## config.mk

```make
export PLATFORM = sky130hd
export DESIGN_NAME = l2_spandex_chan_fifo_array_flat
export DESIGN_NICKNAME = d
export VERILOG_FILES = /design/src/rtl/l2_spandex_chan_fifo_array_if.sv /design/src/rtl/l2_spandex_chan_fifo_array.sv /design/src/flat_wrapper.sv
export SDC_FILE = /design/constraint.sdc
export NUM_CORES = 1
export LEC_CHECK = 0
export CAP_MARGIN = 20
export CORE_MARGIN = 4
export CORE_UTILIZATION = 45
export CTS_BUF_LIST = sky130_fd_sc_hd__clkbuf_16
export CTS_CLUSTER_DIAMETER = 120
export DETAILED_ROUTE_END_ITERATION = 10
export GPL_TIMING_DRIVEN = 0
export PLACE_DENSITY = 0.72
export RECOVER_POWER = 50
export SLEW_MARGIN = 20
export SYNTH_ARGS = -nofsm -noshare
export SYNTH_HDL_FRONTEND = slang
export SYNTH_SLANG_ARGS = --single-unit
```

## constraint.sdc

```tcl
create_clock -name clk -period 3.4 [get_ports clk]
set_input_delay 0.68 -clock clk [delete_from_list [all_inputs] [get_ports clk]]
set_output_delay 0.68 -clock clk [all_outputs]
set_load 0.1 [all_outputs]
```

## src/rtl/l2_spandex_chan_fifo_array_if.sv

```systemverilog
// Channel bundle between the NoC-facing flattened ports and l2_core.
// master drives producer/consumer side; slave is the FIFO bank.
interface l2_spandex_chan_fifo_array_if #(
  parameter int NUM_CH = 5,
  parameter int WIDTH  = 64,
  parameter int DEPTH  = 4,
  parameter int STAT_W = 16
);
  localparam int AW = $clog2(DEPTH);

  logic [NUM_CH-1:0]          in_valid;
  logic [NUM_CH*WIDTH-1:0]    in_data;
  logic [NUM_CH-1:0]          in_ready;
  logic [NUM_CH-1:0]          out_valid;
  logic [NUM_CH*WIDTH-1:0]    out_data;
  logic [NUM_CH-1:0]          out_ready;
  logic [NUM_CH-1:0]          flush;
  logic [NUM_CH*(AW+1)-1:0]   level;
  logic [NUM_CH*STAT_W-1:0]   stall_cnt;
  logic                       stats_clr;

  modport master (
    output in_valid, in_data, out_ready,
    output flush, stats_clr,
    input  in_ready, out_valid, out_data,
    input  level, stall_cnt
  );

  modport slave (
    input  in_valid, in_data, out_ready,
    input  flush, stats_clr,
    output in_ready, out_valid, out_data,
    output level, stall_cnt
  );
endinterface

```

## src/rtl/l2_spandex_chan_fifo_array.sv

```systemverilog
// Bank of independent valid/ready ring-buffer FIFOs for the L2 channels,
// with per-channel flush, optional bypass, occupancy and stall counters.
module l2_spandex_chan_fifo_array #(
  parameter int NUM_CH = 5,
  parameter int WIDTH  = 64,
  parameter int DEPTH  = 4,
  parameter int BYPASS = 0,
  parameter int STAT_W = 16
) (
  input  logic clk,
  input  logic rst,
  l2_spandex_chan_fifo_array_if.slave bus
);
  localparam int AW = $clog2(DEPTH);
  localparam logic [AW:0] L_FULL = (AW+1)'(DEPTH);
  localparam logic        BYP_EN = (BYPASS != 0);

  for (genvar c = 0; c < NUM_CH; c++) begin : g_ch
    logic [WIDTH-1:0]  r_mem [DEPTH];
    logic [AW-1:0]     r_wp;
    logic [AW-1:0]     r_rp;
    logic [AW:0]       r_lvl;
    logic [STAT_W-1:0] r_stall;

    logic             w_iv, w_or, w_fl;
    logic             w_empty, w_full;
    logic             w_ird, w_ovl, w_byp, w_thru;
    logic             w_push, w_pop, w_wr, w_rd;
    logic [WIDTH-1:0] w_din;

    assign w_iv  = bus.in_valid[c];
    assign w_or  = bus.out_ready[c];
    assign w_fl  = bus.flush[c];
    assign w_din = bus.in_data[c*WIDTH +: WIDTH];

    assign w_empty = (r_lvl == '0);
    assign w_full  = (r_lvl == L_FULL);

    // ready never looks at out_ready: no ready->ready path
    assign w_ird = ~w_full & ~w_fl;
    assign w_byp = BYP_EN & w_empty & w_iv & ~w_fl;
    assign w_ovl = (~w_empty & ~w_fl) | w_byp;

    assign w_push = w_iv & w_ird;
    assign w_pop  = w_ovl & w_or;

    // word passes straight through an empty FIFO without storage
    assign w_thru = w_byp & w_or;
    assign w_wr   = w_push & ~w_thru;
    assign w_rd   = w_pop & ~w_thru;

    assign bus.in_ready[c]  = w_ird;
    assign bus.out_valid[c] = w_ovl;
    assign bus.out_data[c*WIDTH +: WIDTH] =
      (BYP_EN && w_empty) ? w_din : r_mem[r_rp];
    assign bus.level[c*(AW+1) +: AW+1]    = r_lvl;
    assign bus.stall_cnt[c*STAT_W +: STAT_W] = r_stall;

    always_ff @(posedge clk) begin
      if (w_wr) r_mem[r_wp] <= w_din;
    end

    always_ff @(posedge clk or negedge rst) begin
      if (!rst) begin
        r_wp  <= '0;
        r_rp  <= '0;
        r_lvl <= '0;
      end else if (w_fl) begin
        r_wp  <= '0;
        r_rp  <= '0;
        r_lvl <= '0;
      end else begin
        if (w_wr) r_wp <= r_wp + AW'(1);
        if (w_rd) r_rp <= r_rp + AW'(1);
        if (w_wr && !w_rd)
          r_lvl <= r_lvl + (AW+1)'(1);
        else if (!w_wr && w_rd)
          r_lvl <= r_lvl - (AW+1)'(1);
      end
    end

    always_ff @(posedge clk or negedge rst) begin
      if (!rst)
        r_stall <= '0;
      else if (bus.stats_clr)
        r_stall <= '0;
      else if (w_iv && !w_ird && !(&r_stall))
        r_stall <= r_stall + STAT_W'(1);
    end
  end
endmodule

```

## src/flat_wrapper.sv

```systemverilog
// flat-port wrapper written by rule: the top's interface ports become plain ports
module l2_spandex_chan_fifo_array_flat 
#(
  parameter int NUM_CH = 5,
  parameter int WIDTH  = 64,
  parameter int DEPTH  = 4,
  parameter int BYPASS = 0,
  parameter int STAT_W = 16
)
  (clk, rst, bus_in_valid, bus_in_data, bus_out_ready, bus_flush, bus_stats_clr, bus_in_ready, bus_out_valid, bus_out_data, bus_level, bus_stall_cnt);
  l2_spandex_chan_fifo_array_if #(.NUM_CH(NUM_CH), .WIDTH(WIDTH), .DEPTH(DEPTH), .STAT_W(STAT_W)) bus_i ();
  input  logic clk;
  input  logic rst;
  input wire logic [$bits(bus_i.in_valid)-1:0] bus_in_valid;
  input wire logic [$bits(bus_i.in_data)-1:0] bus_in_data;
  input wire logic [$bits(bus_i.out_ready)-1:0] bus_out_ready;
  input wire logic [$bits(bus_i.flush)-1:0] bus_flush;
  input wire logic [$bits(bus_i.stats_clr)-1:0] bus_stats_clr;
  output wire logic [$bits(bus_i.in_ready)-1:0] bus_in_ready;
  output wire logic [$bits(bus_i.out_valid)-1:0] bus_out_valid;
  output wire logic [$bits(bus_i.out_data)-1:0] bus_out_data;
  output wire logic [$bits(bus_i.level)-1:0] bus_level;
  output wire logic [$bits(bus_i.stall_cnt)-1:0] bus_stall_cnt;
  assign bus_i.in_valid = bus_in_valid;
  assign bus_i.in_data = bus_in_data;
  assign bus_i.out_ready = bus_out_ready;
  assign bus_i.flush = bus_flush;
  assign bus_i.stats_clr = bus_stats_clr;
  assign bus_in_ready = bus_i.in_ready;
  assign bus_out_valid = bus_i.out_valid;
  assign bus_out_data = bus_i.out_data;
  assign bus_level = bus_i.level;
  assign bus_stall_cnt = bus_i.stall_cnt;
  l2_spandex_chan_fifo_array #(.NUM_CH(NUM_CH), .WIDTH(WIDTH), .DEPTH(DEPTH), .BYPASS(BYPASS), .STAT_W(STAT_W)) u_core (.clk(clk), .rst(rst), .bus(bus_i));
endmodule
```

After elaboration in Yosys (flattened, before gate mapping)
Memory sizes are Yosys's and may differ from the RTL's.
Index checks and enable logic that the tools add are counted.

storage, ports and cells
  flip-flop bits (word level) = 115
  bits in writable memories = 1280
  input port bits = 338
  word-level logic and storage cells = 215
  memories kept = 5

operators by class
  bitwise gates (word level) = 35
  add/sub/neg operators = 25
  multiplexer cells = 55
  reductions and logical operators = 70
  eq/ne operators = 5

memories
  memory                depth  width  rd ports  clocked after memory_dff  write ports  line                              source
  u_core.g_ch[0].r_mem  4      64     1         0                         1            l2_spandex_chan_fifo_array.sv:19  logic [WIDTH-1:0] r_mem [DEPTH];
  u_core.g_ch[1].r_mem  4      64     1         0                         1            l2_spandex_chan_fifo_array.sv:19
  u_core.g_ch[2].r_mem  4      64     1         0                         1            l2_spandex_chan_fifo_array.sv:19
  u_core.g_ch[3].r_mem  4      64     1         0                         1            l2_spandex_chan_fifo_array.sv:19
  u_core.g_ch[4].r_mem  4      64     1         0                         1            l2_spandex_chan_fifo_array.sv:19

operators by type and width
  cell                     number
  $mux W16                 10
  $add A16 B1 Y16 const B  5
  $reduce_and A16 Y1       5
  $mux W3                  15
  $mux W2                  20
  $reduce_bool A2 Y1       15
  $add A2 B1 Y2 const B    10
  $and A1 B1 Y1            20
  $logic_and A1 B1 Y1      20
  $logic_not A1 Y1         20
  $add A3 B1 Y3 const B    5
  $eq A3 B3 Y1 const B     5
  $logic_not A3 Y1         5
  $not A1 Y1               15
  $reduce_bool A3 Y1       5
  $sub A3 B1 Y3 const B    5
  $mux W1                  10

Longest topological paths before layout
  depth in word-level cells = 9
  mapped depth = 9

Worst setup path after synthesis
Ideal clock, no wire load.

  path kind = register to register
  start = reg u_core.g_ch[3].r_lvl[2]
  end = mem u_core.g_ch[3].r_mem[1][0], enable pin
  arrival time = 3.188 ns
  library setup time = 0.429 ns
  data required time = 2.971 ns
  period minus slack after synthesis = 3.617 ns
  stages on the path, launching flop included = 5
  setup slack = -0.217 ns
  cell sequence = dfrtp_1 buf_4 nor3b_4 nor3b_2 and2_1

between the ends
  longest elaborated chain between the ends = 6

ends and longest elaborated chain
  element                        line                              source
  start, declared                l2_spandex_chan_fifo_array.sv:22  logic [AW:0] r_lvl;
  start signal, assigned         l2_spandex_chan_fifo_array.sv:76  r_lvl <= r_lvl + (AW+1)'(1);
  start signal, assigned         l2_spandex_chan_fifo_array.sv:78  r_lvl <= r_lvl - (AW+1)'(1);
  $eq A3 B3 Y1                   l2_spandex_chan_fifo_array.sv:37  assign w_full = (r_lvl == L_FULL);
  $not A1 Y1                     l2_spandex_chan_fifo_array.sv:40  assign w_ird = ~w_full & ~w_fl;
  $and A1 B1 Y1                  l2_spandex_chan_fifo_array.sv:40
  $and A1 B1 Y1                  l2_spandex_chan_fifo_array.sv:44  assign w_push = w_iv & w_ird;
  $mux W1                        l2_spandex_chan_fifo_array.sv:60  if (w_wr) r_mem[r_wp] <= w_din;
  $mux W1 (not written as such)  l2_spandex_chan_fifo_array.sv:60
  end, declared                  l2_spandex_chan_fifo_array.sv:19

No other way between the ends.

Worst setup path in the final report
  start = reg u_core.g_ch[3].r_rp[0]
  end = out bus_out_data[192]

between the ends
  longest elaborated chain between the ends = 1

ends and longest elaborated chain
  element                 line                              source
  start, declared         l2_spandex_chan_fifo_array.sv:21  logic [AW-1:0] r_rp;
  start signal, assigned  l2_spandex_chan_fifo_array.sv:74  if (w_rd) r_rp <= r_rp + AW'(1);
  $mem_v2 Z4 W64          n/a
  end, declared           flat_wrapper.sv:21                output wire logic [$bits(bus_i.out_data)-1:0] bus_out_data;

No other way between the ends.

==> summary.txt <==
Synth
  – Syn Inst Count: 2468
  – Syn nets: 2836
  – Flops & latches, synth: ~1400
  – Share of flip-flops with an asynchronous set or reset: 0.0824
  – Area share of the leading cell type in the synthesized netlist: 0.721
  – Synth top cells by count: edfxtp_1 (1280), mux4_2 (320), dfrtp_1 (115), nor2_1 (70), a21oi_1 (60)
  – Ys flop type: edfxtp_1
  – Mean Syn Cell Area: 21.6 µm²
  – Mapped Area: 0.0533 mm²
  – Cell with the most instances after synthesis: edfxtp_1
  – Synth warn: 0
  – Seq/Total Area, Yosys: 0.774
  – EDFF count, synth: around 1300
  – Yosys cell types: 62
  – Top cells by area, synth: edfxtp_1 (72%), mux4_2 (14%), dfrtp_1 (5.4%), o31ai_1 (0.68%), or4_1 (0.59%)
  – Synth area leader: edfxtp_1

STA
  – FMAX: between 0.3 and 0.4 GHz
  – Slew Limit Fails: 88
  – Final Hold Vio Count: 0
  – Period utilisation layout: 0.970
  – Min cycle time layout: around 3300 ps
  – Final setup fails: 0
  – RSZ-0062 raised after global routing: true
  – Slew @ Worst Pin: 1640 ps
  – Fin Clk Skew: 22.2 ps
  – Fin worst setup slack: 103 ps
  – Max-slew headroom: -0.0939
  – Final setup TNS: 0 ps

Status
  – Failing checks: max-capacitance violations, max-slew violations
  – Status: complete, but fails checks

Worst setup path
  – Arr. time, crit path: 2620 ps
  – Type of the worst setup path: flip-flop to primary output
  – Startpoint types: flip-flop
  – Largest stage delay on the critical path: roughly 930 ps
  – Cells on worst reg2reg path: 4
  – Worst Setup EP: bus_out_data[192]
  – Worst EP required: approximately 2700 ps
  – Reg2Reg Capture Point: u_core.g_ch[0].r_mem[2][2]
  – Worst Path Max Fanout: 10
  – CP max stage cell: dlygate4sd2_1
  – Worst reg2reg startpoint: u_core.g_ch[0].r_lvl[2]
  – Crit path cell chain: buf_4 -> mux4_2 -> dlygate4sd2_1
  – CP startpoint: u_core.g_ch[3].r_rp[0]
  – Setup slack, reg-to-reg: 250 ps
  – Critical Path End Type: primary output

Placed design
  – Hpwl dp: roughly 87000 µm
  – PortBufs: between 700 and 800
  – Routability-driven placement congestion ratio: 0.817
  – Area post-placement: about 0.063 mm²
  – DP Cell Count: 4780
  – Worst slack, placed: -550 ps

Power and ir drop
  – Worst vdd ir: 0.554 mV
  – PD cells: 823 mW/mm²
  – Power, Total: 55300 µW
  – Pleak: 0.0223 µW

Global route
  – Initial antenna violation count: 59
  – Vias in the first global route: between 20000 and 30000
  – First-pass GRT wire length: 189000 µm
  – Largest net degree at the start of global routing: 62
  – Congestion Overflow GR: 0
  – Gr usage total: 0.202

Routing
  – ANT nets after route: 0
  – Drt drc: 0
  – Pre-antenna DRT Iters: 5
  – Routed WL: approximately 130000 µm
  – Via-to-Cell Ratio: about 5.5
  – Number of DRC markers in iteration 0: 2096
  – DR vias: 27825
  – DR WL/cell: 25.0 µm

Floorplanning
  – Row count: 126
  – Initial core utilization: 0.452
  – Core ar.: 0.118 mm²
  – I/O Pins: 763
  – Die Wd: between 300 and 400 µm
  – Die Ht: 352 µm
  – Die area: 0.124 mm²

Hold path
  – Hold Path Class: input pin to flip-flop

CTS
  – Longest Clk Path Bufs: 3
  – CTS tree: yes
  – Root Driver: clkbuf_16
  – H-tree depth: 4
  – Reg clk slew, reported paths: about 60 ps
  – Clk Latency, worst-skew pair: between 700 and 800 ps
  – Clock sink count: about 1400
  – Num CTS Buffers: 145
  – Setup bufs post-CTS: 0

Cells and area
  – Seq. cell area: approximately 0.041 mm²
  – Fin cells: 5074
  – Area of the multi-input gates: 0.0113 mm²
  – Design area: between 0.06 and 0.07 mm²
  – Area delta synth->final: 25.9%
  – # nets final: about 3800
  – Share of post-route cells with drive strength above 1: 0.285
  – # fillers: between 8000 and 9000

Job
  – Max-cap viol count: 2
-- cell usage in the layout, fill, tap and decap left out, types with 33 or more instances in the layout --
cell	n
dlygate4sd3_1	321
inv_1	68
clkbuf_1	38
clkbuf_16	150
clkdlybuf4s15_2	49
nor2_1	70
clkdlybuf4s50_1	102
dfrtp_1	114
a21oi_1	60
diode_2	33
buf_2	266
buf_4	49
mux4_2	320
edfxtp_1	1280
o31ai_1	48
or4_1	42
nand2_1	39
-- layer usage --
metal,wire (µm),part of all wire,GRT usage,vias to the layer above
met2,63700,0.50,0.337,1079
met1,48000,0.38,0.252,14248
met4,3990,0.032,0.0665,8
met5,42,0.00033,0,-
li1,-,-,-,12244
met3,10900,0.086,0.0669,246
-- power by group --
group | internal, µW | switching (µW) | total [µW]
clock | 9560 | 6490 | 16000
sequential | 19900 | 370 | 20200
combinational | 4370 | 14600 | 19000
-- how the worst min path moves through the flow --
stage | from | slack, ps | end | cells after the start
floorplan | rst | 380 | u_core.g_ch[0].r_lvl[0] | 0
global route | bus_in_valid[2] | 230 | u_core.g_ch[2].r_lvl[2] | 2
finish | bus_in_valid[2] | 250 | u_core.g_ch[2].r_lvl[2] | 2
global placement | u_core.g_ch[3].r_stall[4] | 520 | u_core.g_ch[3].r_stall[4] | 1
detailed placement | u_core.g_ch[3].r_stall[4] | 540 | u_core.g_ch[3].r_stall[4] | 1
CTS | bus_in_valid[2] | 180 | u_core.g_ch[2].r_lvl[2] | 2
-- kinds of logic after synthesis --
family / Yosys count / share of synthesized area
DFF: 1395 / 0.774
AOI/OAI and AO/OA: 181 / 0.0224
buffers and inverters: 163 / 0.0133
muxes: 349 / 0.141
xor gates and xnor gates: 26 / 0.00427
and+or+nand+nor: 324 / 0.0368
adders and majority gates: 30 / 0.00774
-- area by class of cell --
cell class	instances	share of cell area
Antenna cell	33	0.00123
Buffer	119	0.0101
Timing Repair Buffer	777	0.102
Inverter	43	0.00240
Clock buffer	150	0.0559
Multi-Input combinational cell	910	0.168
Tap cell	1536	0.0286
Clock inverter	111	0.0168
Sequential cell	1395	0.615
-- registers in the layout (all words and copies together), names as in the netlist --
signal / flops
u_core.g_ch.r_mem: 1280
u_core.g_ch.r_stall: 80
u_core.g_ch.r_lvl: 15
u_core.g_ch.r_rp: 10
u_core.g_ch.r_wp: 10
-- worst max-delay path: cells and delay by family (launching register included) --
kind                   cells  cell delay, ps
muxes                      1             340
buffers and inverters      2            1140
DFF                        1             400
-- metrics by stage --
step	utilization	hold WS, ps
6_report	0.569	250
5_1_grt	0.569	234
4_1_cts	0.571	175
3_5_place_dp	0.537	537
3_3_place_gp	0.533	523
2_1_floorplan	-	384
-- timing repair --
item                       in CTS  in global routing
hold buffers                    1                  0
resized for setup            1508                 50
setup endpoints to repair     328                 60
hold endpoints to repair       60                  0
cloned                          0                  0
Power figures use the tool's default switching activity.
